--- config.mk ---
export PLATFORM = sky130hd
export DESIGN_NAME = xor_decrypt_rx
export DESIGN_NICKNAME = d
export VERILOG_FILES = /design/src/rtl/xor_decrypt_rx.sv
export SDC_FILE = /design/constraint.sdc
export NUM_CORES = 1
export LEC_CHECK = 0
export CAP_MARGIN = 20
export CORE_ASPECT_RATIO = 2
export CORE_MARGIN = 2
export CORE_UTILIZATION = 53
export CTS_CLUSTER_DIAMETER = 100
export CTS_CLUSTER_SIZE = 25
export DETAILED_ROUTE_END_ITERATION = 8
export PLACE_DENSITY = 0.77
export SLEW_MARGIN = 20
export SYNTH_ARGS = -nofsm -noshare
export SYNTH_HDL_FRONTEND = slang
export SYNTH_SLANG_ARGS = --single-unit
--- constraint.sdc ---
create_clock -name iClk -period 2.4 [get_ports iClk]
set_input_delay 0.72 -clock iClk [delete_from_list [all_inputs] [get_ports iClk]]
set_output_delay 0.72 -clock iClk [all_outputs]
set_load 0.03 [all_outputs]
--- src/rtl/xor_decrypt_rx.sv ---
// Receive side of the XOR cipher link: deserializes ciphertext,
// decrypts with the replicated key and queues plaintext in a FIFO.
module xor_decrypt_rx #(
  parameter int KEY_SIZE   = 4,
  parameter int MSG_SIZE   = 8,
  parameter int FIFO_DEPTH = 2
) (
  input  logic                iClk,
  input  logic                iRst,
  input  logic                iEn,
  input  logic                iSerial_in,
  input  logic                iFrame,
  input  logic                iLoad_key,
  input  logic [KEY_SIZE-1:0] iKey,
  input  logic                iReady,
  output logic [MSG_SIZE-1:0] oPlain,
  output logic                oValid,
  output logic                oBusy,
  output logic                oOverflow
);

  localparam int CW  = $clog2(MSG_SIZE);
  localparam int PW  = $clog2(FIFO_DEPTH);
  localparam int REP = MSG_SIZE / KEY_SIZE;

  typedef enum logic {
    IDLE = 1'b0,
    RECV = 1'b1
  } state_t;

  state_t state;
  state_t state_nxt;

  logic [CW-1:0]       cnt;
  logic [MSG_SIZE-1:0] shreg;
  logic [KEY_SIZE-1:0] key;
  logic [MSG_SIZE-1:0] mem [FIFO_DEPTH];
  logic [PW-1:0]       rd_ptr;
  logic [PW-1:0]       wr_ptr;
  logic [PW:0]         count;
  logic                ovf;

  logic                accept;
  logic                last;
  logic                busy;
  logic                word_done;
  logic                full;
  logic                pop;
  logic                push;
  logic [MSG_SIZE-1:0] raw;
  logic [MSG_SIZE-1:0] akey;
  logic [MSG_SIZE-1:0] word;

  assign accept = iEn & iFrame;
  assign last   = (cnt == CW'(MSG_SIZE - 1));
  // Truncation drops the oldest bit, giving the MSB-first shift.
  assign raw    = MSG_SIZE'({shreg, iSerial_in});
  assign akey   = {REP{key}};
  assign word   = raw ^ akey;

  assign full   = (count == (PW+1)'(FIFO_DEPTH));
  assign oValid = (count != '0);
  assign pop    = oValid & iReady;
  assign push   = word_done & (~full | pop);

  always_ff @(posedge iClk) begin
    if (!iRst) begin
      state <= IDLE;
    end else begin
      state <= state_nxt;
    end
  end

  always_comb begin
    state_nxt = state;
    unique case (state)
      IDLE: if (accept) state_nxt = RECV;
      RECV: if (accept && last) state_nxt = IDLE;
      default: state_nxt = IDLE;
    endcase
  end

  always_comb begin
    busy      = 1'b0;
    word_done = 1'b0;
    unique case (state)
      IDLE: ;
      RECV: begin
        busy      = 1'b1;
        word_done = accept & last;
      end
      default: ;
    endcase
  end

  assign oBusy = busy;

  always_ff @(posedge iClk) begin
    if (!iRst) begin
      cnt   <= '0;
      shreg <= '0;
      key   <= '0;
    end else if (iEn) begin
      if (iLoad_key && state == IDLE) key <= iKey;
      if (iFrame) begin
        shreg <= raw;
        cnt   <= last ? '0 : cnt + 1'b1;
      end
    end
  end

  always_ff @(posedge iClk) begin
    if (!iRst) begin
      rd_ptr <= '0;
      wr_ptr <= '0;
      count  <= '0;
      ovf    <= 1'b0;
      for (int i = 0; i < FIFO_DEPTH; i++) mem[i] <= '0;
    end else begin
      if (push) begin
        mem[wr_ptr] <= word;
        wr_ptr      <= wr_ptr + 1'b1;
      end
      if (pop) rd_ptr <= rd_ptr + 1'b1;
      if (push && !pop) count <= count + 1'b1;
      else if (pop && !push) count <= count - 1'b1;
      if (word_done && full && !pop) ovf <= 1'b1;
    end
  end

  assign oPlain    = mem[rd_ptr];
  assign oOverflow = ovf;

endmodule

# --- Word level (Yosys, flattened, before mapping) ---
# Memory sizes are Yosys's and may differ from the RTL's. A register that Yosys moved wholly into a read port is not among the register bits.
# Cells that the tools add are included.
classes:
  add_sub_neg: 5
  n_eq_ne: 2
  muxes: 17
  bitwise: 8
  reduce_logical: 13
op_table:
  columns: ["cell", "n"]
  rows:
  - ["two-way mux 1 bit", 12]
  - ["two-way mux 8 bit", 1]
  - ["OR reduction 8 bit", 1]
  - ["XOR 8 bit", 1]
  - ["logical AND 1 bit", 6]
  - ["bitwise AND 1 bit", 4]
  - ["two-way mux 2 bit", 2]
  - ["AND reduction 2 bit", 2]
  - ["nonzero test 2 bit", 2]
  - ["adder 3 x 1 -> 3 bit (second input constant)", 1]
  - ["== test 3 bit (second input constant)", 1]
  - ["two-way mux 3 bit", 1]
  - ["adder 1 bit (second input constant)", 2]
  - ["adder 2 x 1 -> 2 bit (second input constant)", 1]
  - ["== test 2 bit (second input constant)", 1]
  - ["zero test 1 bit", 2]
  - ["NOT 1 bit", 2]
  - ["case mux 1 bit (2 select lines)", 1]
  - ["subtractor 2 x 1 -> 2 bit (second input constant)", 1]
  - ["bitwise OR 1 bit", 1]
totals:
  regBits: 20
  ramBits: 16
  inputBits: 11
  output_inout_bits: 11
  wordCells: 54
  mem_count: 1
mem_list:
  columns: ["name", "words", "width", "read_ports", "rd_clocked_by_memory_dff", "wr", "line_no", "text"]
  rows:
  - ["mem", 2, 8, 1, 1, 2, "37", "logic [MSG_SIZE-1:0] mem [FIFO_DEPTH];"]

# --- Depth between registers and ports, before layout ---
logic_depth:
  ltp_word: 9
  ltp_mapped: 10
  ltp_nobuf: 9

# --- Worst setup path after synthesis ---
# No wires, ideal clock.
synth_path:
  path_kind: "input to register"
  startpoint: "input iReady"
  endpoint: "register count[1]"
  setup_time_ps: 70
  arrival_time_ps: 2083
  required_ps: 2330
  path_slack_ps: 247
  cell_stages: 7
  path_buffers: 1
  cell_sequence: "or3b_1 > buf_6 > nand2_4 > inv_2 > ha_1 > or3_1 > a21boi_1"
synth_via:
  elab_chain_len: 6
  elab_cells_between_ends: 9
  classes_between: "1 x mux; 3 x bitwise; 5 x reduce/logical"
synth_lines:
  columns: ["item", "line_no", "text"]
  rows:
  - ["start, declared", "15", "input logic iReady,"]
  - ["bitwise AND 1 bit *", "63", "assign pop = oValid & iReady;"]
  - ["bitwise OR 1 bit", "64", "assign push = word_done & (~full | pop);"]
  - ["bitwise AND 1 bit", "64", null]
  - ["zero test 1 bit", "126", "else if (pop && !push) count <= count - 1'b1;"]
  - ["logical AND 1 bit", "126", null]
  - ["nonzero test 2 bit (no source line)", null, null]
  - ["end signal, assigned", "125", "if (push && !pop) count <= count + 1'b1;"]
  - ["end signal, assigned", "126", null]
  - ["end, declared", "40", "logic [PW:0] count;"]
# Every way passes the cells marked *; elsewhere a longest branch is shown, timed or not.
# A chain may end at the register's enable or synchronous reset.

# --- Worst setup path after layout ---
# Ends and elaborated chain as after synthesis.

==> results.md <==
- Status: finished, final reports clean
- Share of cells above drive strength 1: 17.1%
- Max VDD drop: 0.523 mV
- Total gr overflow: 0
- Pwr dens: 598 nW/um^2
- Final Cycle Share: 94.8%
- Leakage: 0.768 nW
- Via density: 5.48
- Worst-margin pin slew: 0.427 ns
- Sequential area share after synthesis: 55.1%
- # diodes: 0
- Setup-failing EPs final: 0
- Async SR Flop Fraction: 0%
- Port Buffers: 21
- Crit path launch type: primary input
- Hold Crit Class: flop to flop
- Syn avg cell area: 11.3 sq um
- Largest net degree at the start of global routing: 17
- Post-CTS setup buffer count: 0
- Pwr Total: 1.19 mW
- Die H: 82.6 um
- CTS H-tree depth: 2
- Crit path required time: 2.62 ns
- Row count: 28
- Maxcap violations: 0
- Clk Latency, worst-skew pair: 0.29 ns
- Placed Instances: 197
- Fin nets: 188
- CTS root buf: clkbuf_8
- Cell Area, Placed: 1900 sq um
- Top-area cell type share of the netlist area: 29.4%
- Gr usage total: 19.2%
- Fin Hold WS: 0.471 ns
- Commonest cells post-synth: dfxtp_1, nand2_1, nor2_1
- Post-synth EDFFs: 16
- DR pass1 iterations: 6
- Setup_tns: 0 ns
- First-pass GRT wire length: 4.92 mm
- Min Tclk post-route: 2.27 ns
- CTS Sinks: 37
- Post-route cell area: 1990 sq um
- Crit-path cells: clkdlybuf4s50_1, or3b_1, nand2_4, inv_2, ha_1, or3_1, a21boi_1
- Synth top area cells: edfxtp_1, dfxtp_1, mux2_2
- CTS buffer count: 5
- Vias: 1123
- Synthesized netlist cell count: 145
- Syn nets: 159
- RSZ-0062 raised after global routing: false
- DRC Markers: 0
- CP peak stage delay: 0.42 ns
- Final Wtd Congestion: 0.743
- Clk buf depth: 2
- Achievable Freq: 440 MHz
- WL final: 2.95 mm
- YS warnings: 0
- Die X: 43.3 um
- Non-filler cells, final: 205
- Post-DP HPWL: 2.22 mm
- Ys flop type: dfxtp_1
- Worst Path Arrival: 2.50 ns
- Synth Register Bits: 37
- Post-CTS Hold Buffers: 0
- Post-synth cell types: 31
- DR iter-0 viols: 29
- Area Overhead vs Synth: 21.4%
- Mapped cell area: 1640 sq um
- DIE AREA: 3570 sq um
- Boundary Pins: 22
- Final core area utilization: 67.5%
- Routed WL per cell: 14.4 um
- Initial antenna violation count: 0
- Pre-CTS WS: -0.174 ns
- Final setup margin: 0.126 ns
- Clock skew: 0.00649 ns
- Slew HR: 71.4%
- Clock transition at path regs: 0.07 ns
- CP max-delay cell: or3b_1
- Core region area: 2940 sq um
- CTS tree: yes
- Pins Over Slew Limit: 0
- Initial Util: 55.6%
- CP max FO: 2
- Crit. End Element: flop
- Yosys top cell by area: edfxtp_1
- Worst setup path class: primary input to flop
- Fin. Hold Viols: 0
- Vias in the first global route: 1108
- Final antenna-violating net count: 0
## report_power, final
group | internal [mW] | switching (mW)
Sequential | 0.671 | 0.00889
Combinational | 0.0448 | 0.0478
Clock | 0.201 | 0.214
## worst paths after layout
path	startpoint	to	slack [ns]	cells past startpoint
max	iReady	count[1]$_SDFFE_PN0P_	0.13	7
min	oOverflow$_SDFFE_PN0P_	oOverflow$_SDFFE_PN0P_	0.47	1
max reg2reg	cnt[0]$_SDFFE_PN0N_	count[1]$_SDFFE_PN0P_	0.39	8
min reg2reg	oOverflow$_SDFFE_PN0P_	oOverflow$_SDFFE_PN0P_	0.47	1
## cells in the final DEF (no fill, tap or decap), drive strengths merged
master | Yosys | routed
a21boi | 10 | 10
and2 | 4 | 4
and4 | 1 | 1
buf | 3 | 7
clkbuf | 3 | 6
clkdlybuf4s50 | 0 | 13
clkinv | 0 | 2
dfxtp | 21 | 21
dlygate4sd2 | 0 | 5
dlymetal6s2s | 0 | 3
edfxtp | 16 | 16
ha | 3 | 3
inv | 1 | 1
mux2 | 8 | 8
mux2i | 5 | 5
nand2 | 22 | 22
nand3 | 1 | 1
nand3b | 1 | 1
nand4 | 1 | 1
nand4b | 1 | 1
nor2 | 18 | 18
nor2b | 6 | 6
o21a | 1 | 1
o21ai | 5 | 5
or2 | 1 | 1
or3 | 1 | 1
or3b | 1 | 1
xnor2 | 10 | 10
xor2 | 1 | 1
## registers in the layout (all words and copies together), names as in the netlist, named ones only
| signal | flops |
|---|---|
| cnt | 3 |
| rd_ptr | 1 |
| mem | 16 |
| key | 4 |
| oOverflow | 1 |
| count | 2 |
| state | 1 |
| shreg | 7 |
| wr_ptr | 1 |
## cell type report
| cell class | instances | area (sq um) |
|---|---|---|
| clock inverter | 2 | 10.0 |
| sequential | 37 | 902 |
| fill | 246 | 957 |
| tap | 30 | 37.5 |
| timing repair buffer | 28 | 264 |
| multi-input combinational | 101 | 696 |
| inverter | 1 | 3.75 |
| clock buffer | 6 | 72.6 |
## what timing repair did
action,in CTS,in global routing
gates cloned,0,0
gates resized for setup,6,3
endpoints found under the setup margin,8,3
## cells by family after synthesis
logic type / synth area share [%]
xor gates and xnor gates: 5.89
muxes: 8.57
and+or+nand+nor: 19.0
DFF: 55.1
adders and majority gates: 2.30
buffers and inverters: 2.37
AOI/OAI and AO/OA: 6.81
## critical path: cells and delay by family
family | cells | cell delay [ns]
compound gates | 1 | 0.16
buf+inv | 2 | 0.44
simple gates | 3 | 0.89
fa+ha+maj | 1 | 0.28
## per-layer routing
layer	wire, um	vias up	share of wire [%]	global-route usage [%]
li1	-	549	-	-
met1	1040	545	35	17.6
met2	1740	23	59	36.7
met4	79	0	2.7	10.9
met5	0	-	0	0
met3	82	6	2.8	4.57
Note: power is estimated with default switching activity, not from simulation.
